### src/rtl/ztex_host_if_pkg.sv
// Shared types and helpers for the multi-core EZ-USB host interface.
// No logic of its own; snapshot size depends on HOST_IF_CRC_EN.
// Holds the snapshot layout, the CRC-8 step and the round-robin pick.
package ztex_host_if_pkg;

    localparam int ST_OVF    = 7;
    localparam int ST_NEMPTY = 6;
    localparam int ST_FILL_W = 6;

    localparam int SNAP_BASE_BYTES = 9;
`ifdef HOST_IF_CRC_EN
    localparam int SNAP_BYTES = 10;
`else
    localparam int SNAP_BYTES = 9;
`endif

    localparam logic [7:0] CRC_POLY = 8'h07;
    localparam int         RR_MAX   = 32;

    typedef enum logic [1:0] {
        S_IDLE,
        S_LOAD,
        S_HOLD,
        S_SHIFT
    } snap_state_t;

    // First requester at or after ptr (wrapping at n), or -1 when nothing is pending.
    function automatic int rr_grant(input logic [RR_MAX-1:0] req, input int n, input int ptr);
        int idx;
        rr_grant = -1;
        for (int k = 0; k < RR_MAX; k++) begin
            if (k < n) begin
                idx = ptr + k;
                if (idx >= n) idx = idx - n;
                if (rr_grant < 0 && req[idx[4:0]]) rr_grant = idx;
            end
        end
    endfunction

    function automatic logic [7:0] crc8_update(input logic [7:0] crc, input logic [7:0] data);
        logic [7:0] c;
        c = crc ^ data;
        for (int i = 0; i < 8; i++) begin
            c = c[7] ? ((c << 1) ^ CRC_POLY) : (c << 1);
        end
        return c;
    endfunction

endpackage

### src/rtl/host_strobe_sync.sv
// Synchronises an asynchronous host strobe and flags each filtered level change.
// Latency: two clk cycles from strobe edge to tgl; no backpressure (host-paced).
// Chain is seeded with the live level on the first clk after reset release.
module host_strobe_sync #(
    parameter int FILT = 3
) (
    input  logic clk,
    input  logic reset,
    input  logic strobe,
    output logic lvl,
    output logic tgl
);

    logic          in_q;
    logic          seeded;
    logic [FILT:0] chain;

    always_ff @(posedge clk or negedge reset) begin
        if (!reset) begin
            in_q   <= 1'b0;
            chain  <= '0;
            seeded <= 1'b0;
        end else if (!seeded) begin
            in_q   <= strobe;
            chain  <= {(FILT+1){strobe}};
            seeded <= 1'b1;
        end else begin
            in_q  <= strobe;
            chain <= {chain[FILT-1:0], in_q};
        end
    end

    assign lvl = chain[0];
    // Newest sample must differ from FILT older samples that all agree.
    assign tgl = (chain[0] != chain[1]) && ((&chain[FILT:1]) || !(|chain[FILT:1]));

endmodule

### src/rtl/sync_fifo.sv
// Generic single-clock FIFO with head peek and fill count; DEPTH power of two.
// Latency: pushed data visible at head one cycle later.
// Backpressure: push while full and pop while empty are ignored; caller watches full/empty.
module sync_fifo #(
    parameter int W     = 32,
    parameter int DEPTH = 16
) (
    input  logic                     clk,
    input  logic                     reset,
    input  logic                     push_vld,
    input  logic [W-1:0]             push_dat,
    input  logic                     pop_vld,
    output logic [W-1:0]             head_dat,
    output logic                     empty,
    output logic                     full,
    output logic [$clog2(DEPTH):0]   count
);

    localparam int AW = $clog2(DEPTH);

    logic [W-1:0]  mem [DEPTH];
    logic [AW-1:0] wr_ptr;
    logic [AW-1:0] rd_ptr;
    logic          do_push;
    logic          do_pop;

    assign empty   = (count == '0);
    assign full    = count[AW];
    assign do_push = push_vld && !full;
    assign do_pop  = pop_vld && !empty;
    assign head_dat = mem[rd_ptr];

    always_ff @(posedge clk) begin
        if (do_push) mem[wr_ptr] <= push_dat;
    end

    always_ff @(posedge clk or negedge reset) begin
        if (!reset) begin
            wr_ptr <= '0;
            rd_ptr <= '0;
            count  <= '0;
        end else begin
            if (do_push) wr_ptr <= wr_ptr + 1'b1;
            if (do_pop)  rd_ptr <= rd_ptr + 1'b1;
            case ({do_push, do_pop})
                2'b10:   count <= count + 1'b1;
                2'b01:   count <= count - 1'b1;
                default: count <= count;
            endcase
        end
    end

endmodule

### src/rtl/ztex_host_if_mc.sv
// Byte-serial EZ-USB host interface: work-frame deserialiser plus golden-nonce FIFO snapshot reader.
// Latency: work_data two cycles after the last rd toggle is seen; write one cycle after outbuf.
// No backpressure to host (strobe paced); full FIFO drops and flags overflow. HOST_IF_CRC_EN appends CRC-8.
module ztex_host_if_mc
    import ztex_host_if_pkg::*;
#(
    parameter int IN_BYTES     = 84,
    parameter int NUM_CORES    = 4,
    parameter int FIFO_DEPTH   = 16,
    parameter int FILT         = 3,
    parameter int IDLE_TIMEOUT = 4096,
    parameter int LOAD_HOLD    = 5
) (
    input  logic                      clk,
    input  logic                      reset,
    input  logic                      rd_clk,
    input  logic [7:0]                read,
    input  logic                      wr_clk,
    input  logic                      wr_start,
    output logic [7:0]                write,
    output logic [8*IN_BYTES-1:0]     work_data,
    output logic                      new_work,
    input  logic [NUM_CORES-1:0]      core_match,
    input  logic [32*NUM_CORES-1:0]   core_nonce,
    input  logic [31:0]               cur_nonce
);

    localparam int IW = 8*IN_BYTES;
    localparam int BW = $clog2(IN_BYTES);
    localparam int TW = $clog2(IDLE_TIMEOUT+1);
    localparam int HW = (LOAD_HOLD > 1) ? $clog2(LOAD_HOLD) : 1;
    localparam int CW = (NUM_CORES > 1) ? $clog2(NUM_CORES) : 1;
    localparam int AW = $clog2(FIFO_DEPTH);
    localparam int SW = 8*SNAP_BYTES;

    localparam logic [BW-1:0] LAST_BYTE = BW'(IN_BYTES-1);
    localparam logic [TW-1:0] IDLE_MAX  = TW'(IDLE_TIMEOUT);
    localparam logic [HW-1:0] HOLD_LAST = HW'(LOAD_HOLD-1);
    localparam logic [CW-1:0] LAST_CORE = CW'(NUM_CORES-1);

    // ---------------- host strobe synchronisers ----------------
    logic rd_lvl, rd_tgl, wr_lvl, wr_tgl, ws_lvl, ws_tgl;
    logic ws_prev, start_act;
    logic sync_unused;

    host_strobe_sync #(.FILT(FILT)) u_rd_sync (
        .clk(clk), .reset(reset), .strobe(rd_clk), .lvl(rd_lvl), .tgl(rd_tgl)
    );
    host_strobe_sync #(.FILT(FILT)) u_wr_sync (
        .clk(clk), .reset(reset), .strobe(wr_clk), .lvl(wr_lvl), .tgl(wr_tgl)
    );
    host_strobe_sync #(.FILT(FILT)) u_ws_sync (
        .clk(clk), .reset(reset), .strobe(wr_start), .lvl(ws_lvl), .tgl(ws_tgl)
    );

    assign sync_unused = rd_lvl ^ wr_lvl ^ ws_tgl;
    assign start_act   = ws_lvl && ws_prev;

    // ---------------- input frame path ----------------
    logic [7:0]    read_q, read_d;
    logic [IW-1:0] shreg;
    logic [BW-1:0] byte_cnt;
    logic [TW-1:0] idle_cnt;
    logic          frame_done;

    always_ff @(posedge clk or negedge reset) begin
        if (!reset) begin
            read_q     <= '0;
            read_d     <= '0;
            shreg      <= '0;
            byte_cnt   <= '0;
            idle_cnt   <= '0;
            frame_done <= 1'b0;
            work_data  <= '0;
            new_work   <= 1'b0;
            ws_prev    <= 1'b0;
        end else begin
            // read_d lines up with the strobe sample that raises rd_tgl
            read_q     <= read;
            read_d     <= read_q;
            ws_prev    <= ws_lvl;
            new_work   <= frame_done;
            frame_done <= 1'b0;
            if (frame_done) work_data <= shreg;
            if (rd_tgl) begin
                shreg    <= {read_d, shreg[IW-1:8]};
                idle_cnt <= '0;
                if (byte_cnt == LAST_BYTE) begin
                    byte_cnt   <= '0;
                    frame_done <= 1'b1;
                end else begin
                    byte_cnt <= byte_cnt + 1'b1;
                end
            end else if (idle_cnt == IDLE_MAX) begin
                byte_cnt <= '0;
            end else begin
                idle_cnt <= idle_cnt + 1'b1;
            end
        end
    end

    // ---------------- golden nonce collection ----------------
    logic [NUM_CORES-1:0] pend_vld;
    logic [31:0]          pend_nonce [NUM_CORES];
    logic [CW-1:0]        rr_ptr;
    logic [CW-1:0]        gidx;
    logic [RR_MAX-1:0]    req_ext;
    logic [NUM_CORES-1:0] drain_vec;
    logic                 push_vld;
    logic [31:0]          push_dat;
    logic                 pop_vld;
    logic                 ovf, ovf_set;
    logic [31:0]          fifo_head;
    logic                 fifo_empty, fifo_full;
    logic [AW:0]          fifo_count;
    int                   gnt;

    always_comb begin
        req_ext = '0;
        req_ext[NUM_CORES-1:0] = pend_vld;
        gnt      = rr_grant(req_ext, NUM_CORES, int'(rr_ptr));
        push_vld = (gnt >= 0);
        gidx     = gnt[CW-1:0];
        push_dat = pend_nonce[gidx];
        for (int i = 0; i < NUM_CORES; i++) begin
            drain_vec[i] = push_vld && (gidx == CW'(i));
        end
        // Overwriting a pending nonce that is not leaving this cycle loses it
        ovf_set = (|(core_match & pend_vld & ~drain_vec)) || (push_vld && fifo_full);
    end

    always_ff @(posedge clk or negedge reset) begin
        if (!reset) begin
            pend_vld <= '0;
            for (int i = 0; i < NUM_CORES; i++) pend_nonce[i] <= '0;
            rr_ptr <= '0;
            ovf    <= 1'b0;
        end else begin
            for (int i = 0; i < NUM_CORES; i++) begin
                if (core_match[i]) begin
                    pend_vld[i]   <= 1'b1;
                    pend_nonce[i] <= core_nonce[32*i +: 32];
                end else if (drain_vec[i]) begin
                    pend_vld[i] <= 1'b0;
                end
            end
            if (push_vld) rr_ptr <= (gidx == LAST_CORE) ? '0 : gidx + 1'b1;
            if (ovf_set)      ovf <= 1'b1;
            else if (pop_vld) ovf <= 1'b0;
        end
    end

    sync_fifo #(.W(32), .DEPTH(FIFO_DEPTH)) u_fifo (
        .clk(clk), .reset(reset),
        .push_vld(push_vld), .push_dat(push_dat),
        .pop_vld(pop_vld), .head_dat(fifo_head),
        .empty(fifo_empty), .full(fifo_full), .count(fifo_count)
    );

    // ---------------- snapshot build ----------------
    logic [7:0]   status;
    logic [31:0]  head;
    logic [31:0]  cnt32;
    logic [8*SNAP_BASE_BYTES-1:0] snap_base;
    logic [SW-1:0] snap;
`ifdef HOST_IF_CRC_EN
    logic [7:0]   crc;
`endif

    always_comb begin
        cnt32  = 32'(fifo_count);
        status = '0;
        status[ST_OVF]    = ovf;
        status[ST_NEMPTY] = !fifo_empty;
        status[ST_FILL_W-1:0] = (cnt32 > 32'd63) ? 6'd63 : cnt32[5:0];
        head      = fifo_empty ? 32'h0 : fifo_head;
        snap_base = {head, cur_nonce, status};
`ifdef HOST_IF_CRC_EN
        crc = 8'h00;
        for (int b = 0; b < SNAP_BASE_BYTES; b++) begin
            crc = crc8_update(crc, snap_base[8*b +: 8]);
        end
        snap = {crc, snap_base};
`else
        snap = snap_base;
`endif
    end

    // ---------------- snapshot read FSM ----------------
    snap_state_t   state;
    logic [HW-1:0] hold_cnt;
    logic [SW-1:0] outbuf;
    logic          hold_last;

    assign hold_last = (hold_cnt == HOLD_LAST);
    assign pop_vld   = (state == S_HOLD) && !start_act && hold_last && !fifo_empty;

    always_ff @(posedge clk or negedge reset) begin
        if (!reset) begin
            state    <= S_IDLE;
            hold_cnt <= '0;
            outbuf   <= '0;
            write    <= '0;
        end else begin
            write <= outbuf[7:0];
            if (start_act) begin
                state  <= S_LOAD;
                outbuf <= snap;
            end else begin
                case (state)
                    S_LOAD: begin
                        state    <= S_HOLD;
                        hold_cnt <= '0;
                    end
                    S_HOLD: begin
                        outbuf <= snap;
                        if (hold_last) state    <= S_SHIFT;
                        else           hold_cnt <= hold_cnt + 1'b1;
                    end
                    S_SHIFT: begin
                        if (wr_tgl) outbuf <= {8'h00, outbuf[SW-1:8]};
                    end
                    default: state <= S_IDLE;
                endcase
            end
        end
    end

endmodule
### config.mk
export PLATFORM = sky130hd
export DESIGN_NAME = ztex_host_if_mc
export DESIGN_NICKNAME = d
export VERILOG_FILES = /design/src/rtl/ztex_host_if_pkg.sv /design/src/rtl/host_strobe_sync.sv /design/src/rtl/sync_fifo.sv /design/src/rtl/ztex_host_if_mc.sv
export SDC_FILE = /design/constraint.sdc
export NUM_CORES = 2
export LEC_CHECK = 0
export CORE_ASPECT_RATIO = 2
export CORE_MARGIN = 5
export CORE_UTILIZATION = 40
export CTS_CLUSTER_SIZE = 25
export DETAILED_ROUTE_END_ITERATION = 10
export SYNTH_ARGS = -nofsm -noshare
export SYNTH_HDL_FRONTEND = slang
export SYNTH_SLANG_ARGS = --single-unit
### constraint.sdc
create_clock -name clk -period 6.7 [get_ports clk]
set_input_delay 1.34 -clock clk [delete_from_list [all_inputs] [get_ports clk]]
set_output_delay 1.34 -clock clk [all_outputs]
set_load 0.01 [all_outputs]
# Yosys cells after proc, flatten, opt, wreduce, memory -nomap -nowiden
# Memory sizes are Yosys's and may differ from the RTL's.
# Cells that the tools add are included.
# W data, S select, Z words.
# classes
bitwise	5
n_addsub	15
reduce_logical	43
mux	52
n_eq_ne	18
order_cmp	13
# op_table
operator	count
$mux W32	11
$mux W72	2
$pmux W72 S2	1
$lt A32 B1 Y1 const B	3
$bmux W32 S2	1
$ge A32 B1 Y1 const B	1
$mux W13	2
$lt A5 B6 Y1 const B	4
$mux W7	3
$bmux W1 S5	4
$mux W1	19
$logic_and A1 B1 Y1	16
$reduce_bool A2 Y1	8
$add A13 B1 Y13 const B	1
$eq A13 B13 Y1 const B	1
$ge A3 B3 Y1 const B	4
$sub A3 B3 Y4 const B	3
$eq A2 B2 Y1 const B	5
$pmux W5 S2	1
$reduce_and A3 Y1	3
$add A4 B1 Y4 const B	2
$and A4 B4 Y4	2
$mux W4	2
$add A7 B1 Y7 const B	1
other kinds (30)	46
# totals
ram_bits	512
memories	1
ff_bits	1629
wordCells	180
in_bits	177
# memory_table
memory	depth	word_bits	read_ports	rd_ports_with_merged_regs	write_ports	line_no	rtl
u_fifo.mem	16	32	1	0	1	sync_fifo.sv:21	logic [W-1:0] mem [DEPTH];

# Depth between registers and ports, before layout
# logic_depth
ltp_word	21
mapped_depth	16

# Modules after synthesis
# From an unflattened synthesis, not the netlist that was laid out.
# hier_totals
hier_cells	4785
area_unflattened_um2	81683.3
# modules_own_cells
mod	cells_each	instances	seq_area_each_um2	area_per_inst_um2
ztex_host_if_mc	3717	1	40113.5	60679.4
sync_fifo	1011	1	15700.1	20365.8
host_strobe_sync	19	3	150.1	212.7

# Worst setup path after synthesis
# OpenSTA, ideal clock, no wires.
# synth_timing
path_kind	reg-to-reg
from	reg rr_ptr[0]
to	mem u_fifo.mem[3][0], enable pin
slack_ns	1.760
path_buffers	2
arrival_time_ns	4.479
t_required_ns	6.239
setup_time_ns	0.461
path_stages_with_launch	11
path_cell_list	dfrtp_1 -> buf_6 -> inv_2 -> ha_1 -> mux2i_1 -> or3_4 -> and4b_1 -> buf_2 -> nor2_2 -> nand2_1 -> nor3_1
# synth_between
elab_chain_len	18
# synth_rtl
element	line_no	rtl
start: declaration	ztex_host_if_mc.sv:105	logic [CW-1:0] rr_ptr;
start signal: assignment	ztex_host_if_mc.sv:147	if (push_vld) rr_ptr <= (gidx == LAST_CORE) ? '0 : gidx + 1'b1;
$sub A2 B3 Y4 / $ge A2 B3 Y1 (equally long branches)	ztex_host_if_pkg.sv:34	if (idx >= n) idx = idx - n;
$mux W32	ztex_host_if_pkg.sv:34	
$bmux W1 S5	ztex_host_if_pkg.sv:35	if (rr_grant < 0 && req[idx[4:0]]) rr_grant = idx;
$mux W1 (not written as such)	ztex_host_if_pkg.sv:35	
$mux W32	ztex_host_if_pkg.sv:35	
$lt A32 B1 Y1	ztex_host_if_pkg.sv:35	
$logic_and A1 B1 Y1	ztex_host_if_pkg.sv:35	
$mux W32	ztex_host_if_pkg.sv:35	
(+2 left out)	--	
$mux W32	ztex_host_if_pkg.sv:35	
$lt A32 B1 Y1	ztex_host_if_pkg.sv:35	
$logic_and A1 B1 Y1	ztex_host_if_pkg.sv:35	
$mux W32 *	ztex_host_if_pkg.sv:35	
$ge A32 B1 Y1 *	ztex_host_if_mc.sv:122	push_vld = (gnt >= 0);
$logic_and A1 B1 Y1 *	sync_fifo.sv:29	assign do_push = push_vld && !full;
$mux W1 *	sync_fifo.sv:34	if (do_push) mem[wr_ptr] <= push_dat;
$mux W1 (not written as such) *	sync_fifo.sv:34	
end: declaration	sync_fifo.sv:21	
# Every way passes the cells marked *; elsewhere a longest branch is shown, timed or not. The select of a mux whose other input is x is not followed.

# Worst setup path in the final report
# layout_timing
from	reg rr_ptr[0]
to	mem u_fifo.mem[9][20] (data pin)
# layout_between
elab_chain_len	18
# layout_rtl
element	line_no	rtl
$sub A2 B3 Y4 / $ge A2 B3 Y1 (equally long branches)	ztex_host_if_pkg.sv:34	
$mux W32	ztex_host_if_pkg.sv:34	
$bmux W1 S5	ztex_host_if_pkg.sv:35	
$mux W1 (not written as such)	ztex_host_if_pkg.sv:35	
$mux W32	ztex_host_if_pkg.sv:35	
$lt A32 B1 Y1	ztex_host_if_pkg.sv:35	
$logic_and A1 B1 Y1	ztex_host_if_pkg.sv:35	
$mux W32	ztex_host_if_pkg.sv:35	
(+2 left out)	--	
$mux W32	ztex_host_if_pkg.sv:35	
$lt A32 B1 Y1	ztex_host_if_pkg.sv:35	
$logic_and A1 B1 Y1	ztex_host_if_pkg.sv:35	
$mux W32 *	ztex_host_if_pkg.sv:35	
$not A2 Y3 (not written as such) *	ztex_host_if_mc.sv:124	push_dat = pend_nonce[gidx];
$bmux W32 S2 *	ztex_host_if_mc.sv:124	
$mux W32 (not written as such) * (2 in a row)	ztex_host_if_mc.sv:124	
net push_dat[20]	ztex_host_if_mc.sv:110	logic [31:0] push_dat;
# Mark *: on every way through the listed nets, which the timed path passes. The rest lies on a longest branch. The select of a mux whose other input is x is not followed.

==> flow_summary.json <==
{
  "finClkSkew_ns": 0.05587,
  "synth_seq_cells": 2141,
  "status": "finished, final reports clean",
  "netSwitchingFraction": 0.2716,
  "fmax_mhz": 210.1,
  "grt_usage": 0.2198,
  "gp_congestion": 0.8507,
  "fin_nets": 7115,
  "seq_area_frac_synth": 0.6861,
  "dr_total_vias": 49310,
  "synth.area.top_cells": "dfrtp_1 50%, edfxtp_1 19%, mux2_2 11%",
  "grt_max_degree": 180,
  "first_global_vias": 50940,
  "syn_avg_cell_area_um2": 13.39,
  "cts_tree": "done",
  "core_area_um2": 203500,
  "fin_crit_ns": 4.759,
  "synthFlopType": "dfrtp_1",
  "worstSkewPairLatency_ns": 0.86,
  "htreeDepth": 4,
  "post-route-drc-count": 0,
  "worstSetupPathType": "flop to flop",
  "ios": 858,
  "crit_path_start_kind": "flop",
  "place_area_um2": 93390,
  "cts.sinks": 2141,
  "cts_root_buffer": "clkbuf_16",
  "final_cell_mix": "2140 x nand2_1, 1625 x dfrtp_1, 852 x clkdlybuf4s50_1, 805 x mux2_2, 512 x edfxtp_1",
  "seqPwrFrac": 0.499,
  "p_clk_frac": 0.353,
  "end_kind": "flop",
  "dpl.cell_count": 9426,
  "combPwrFrac": 0.148,
  "setup_tns_ns": 0,
  "synth_fp_nets": 6313,
  "p_per_area_nw_per_um2": 331.4,
  "synth_cells": 6110,
  "yosysUniqueCellTypes": 60,
  "grt_pass1_wl_um": 350900,
  "final_util": 0.4921,
  "intPower_uw": 24170,
  "final-setup-viol-count": 0,
  "area_delta_synth_final_pct": 22.37,
  "viasPerCell": 5.034,
  "ant_nets": 0,
  "power.leakage_uw": 0.04585,
  "slew_violations": 0,
  "irDropWorstVdd_mv": 0.2421,
  "cts_post_setup_buffers_inserted": 0,
  "clockBufferDepth": 4,
  "synth_top_cell_by_area": "dfrtp_1",
  "p_switching_uw": 9012,
  "fin_area_um2": 100100,
  "syn-cell-area_um2": 81830,
  "wl_per_cell_um": 24.41,
  "firstDrtPassIters": 7,
  "synth_edf_count": 512,
  "routed_wl_um": 239100,
  "cp.required_ns": 7.12,
  "cts.hold.buffers_added": 0,
  "maxSlewHeadroom": 0.1164,
  "cts_resized": 0,
  "drive_gt1_frac": 0.1949,
  "min_path_type": "flop to flop",
  "synth_top_area_frac": 0.4982,
  "drtIter0Drc": 3562,
  "async_reset_ff_frac": 0.7609,
  "max_cap_viol_count": 0,
  "period_share": 0.7103,
  "antenna_found_initial": 37,
  "final_hold_viol_count": 0,
  "power.total_uw": 33180,
  "r2r_slack_ns": 1.94,
  "die_h_um": 649.6,
  "io_buffers": 857,
  "rows": 234,
  "finalNonFillerCells": 9796,
  "die_w_um": 329.8,
  "arrival_ns": 5.18,
  "cts_buffers": 196,
  "grt.overflow.total": 0,
  "fp.dieArea_um2": 214300,
  "path_clk_slew_ns": 0.07,
  "rsz0062_at_grt": "no",
  "ys_warn_count": 0,
  "start_util": 0.4021,
  "post-dp-hpwl_um": 167600,
  "layout_commonest_cell": "nand2_1",
  "worst-path-max-fanout": 39,
  "worstMarginPinSlew_ns": 1.289
}
final timing paths:
path                                        from                           to  depth (start not counted)
hold reg to reg              read_q[6]$_DFF_PN0_          read_d[6]$_DFF_PN0_                          0
setup reg to reg           rr_ptr[0]$_DFFE_PN0P_  u_fifo.mem[9][20]$_DFFE_PP_                          9
max in group asynchronous                  reset   work_data[346]$_DFFE_PN0P_                          3
setup / recovery           rr_ptr[0]$_DFFE_PN0P_  u_fifo.mem[9][20]$_DFFE_PP_                          9
min in group asynchronous                  reset        shreg[26]$_DFFE_PN0P_                          1
hold / removal               read_q[6]$_DFF_PN0_          read_d[6]$_DFF_PN0_                          0
critical path, stage by stage (launching register included):
cell and delay, ns:
dfrtp_1 0.71, inv_2 0.13, ha_1 0.43, mux4_1 0.25, a21boi_1 0.21, and4_4 0.26, a221o_4 0.53, buf_4 0.63
mux2i_1 0.17, mux2i_1 1.02
cell type report:
cell class | count | area, um2
Antenna cell | 16 | 40.04
Timing Repair Buffer | 934 | 9442
Fill cell | 17740 | 103400
Multi-Input combinational cell | 3617 | 24340
Tap cell | 2714 | 3396
Inverter | 22 | 82.58
Sequential cell | 2141 | 56150
Clock inverter | 82 | 1005
Clock buffer | 270 | 5677
registers in the layout, summed over array words and instances (netlist names), 7 cells and up:
register,flops
byte_cnt,7
idle_cnt,13
outbuf,72
pend_nonce,128
read_d,8
read_q,8
shreg,672
u_fifo.mem,512
work_data,672
write,8
per-layer routing:
metal  wire length (um)  vias to the layer above  track usage  part of all wire
met4              11970                        8      0.09621             0.050
met5                 47                        -            0           0.00020
met1              90580                    25140       0.2666              0.38
met3              19510                      360      0.05850             0.082
met2             117000                     1542       0.3691              0.49
li1                   -                    22270            -                 -
power by group through the flow:
stage	Sequential [uW]	Combinational, uW	Clock [uW]
floorplan	16300	3450	0
global placement	16800	4730	0
detailed placement	16900	4950	0
CTS	16600	4960	12000
global route	16700	5400	12500
finish	16600	4900	11700
kinds of logic (layout without fill, tap and decap cells):
group,Yosys count,after routing,share of synthesized area
compound gates,191,191,0.01375
xor+xnor,23,23,0.002462
fa+ha+maj,26,26,0.004067
buf+inv,352,1308,0.01777
flops,2141,2141,0.6861
mux,1107,1107,0.1689
other cells,1,17,0.00004583
simple gates,2269,2269,0.1070
synth_stat cells (all sizes together), types with 2 or more instances:
cell	number
a211oi	24
a21o	3
a21oi	35
a22oi	24
and2	4
and3	6
buf	44
clkbuf	286
dfrtp	1629
edfxtp	512
ha	25
inv	22
mux2	808
mux2i	162
mux4	137
nand2	2141
nand2b	7
nand3	14
nand3b	2
nand4	3
nand4b	2
nor2	41
nor2b	28
nor3	6
nor4b	3
o211ai	2
o21ai	93
or3	3
or3b	2
or4b	2
xnor2	12
xor2	11
metrics by stage:
stage	hold slack [ns]	setup slack [ns]
finish	0.3504	1.941
global route	0.3588	1.644
CTS	0.3524	2.008
detailed placement	0.3381	1.990
global placement	0.3362	2.274
floorplan	0.3312	1.760
No activity file was read; power rests on OpenSTA's default activity.
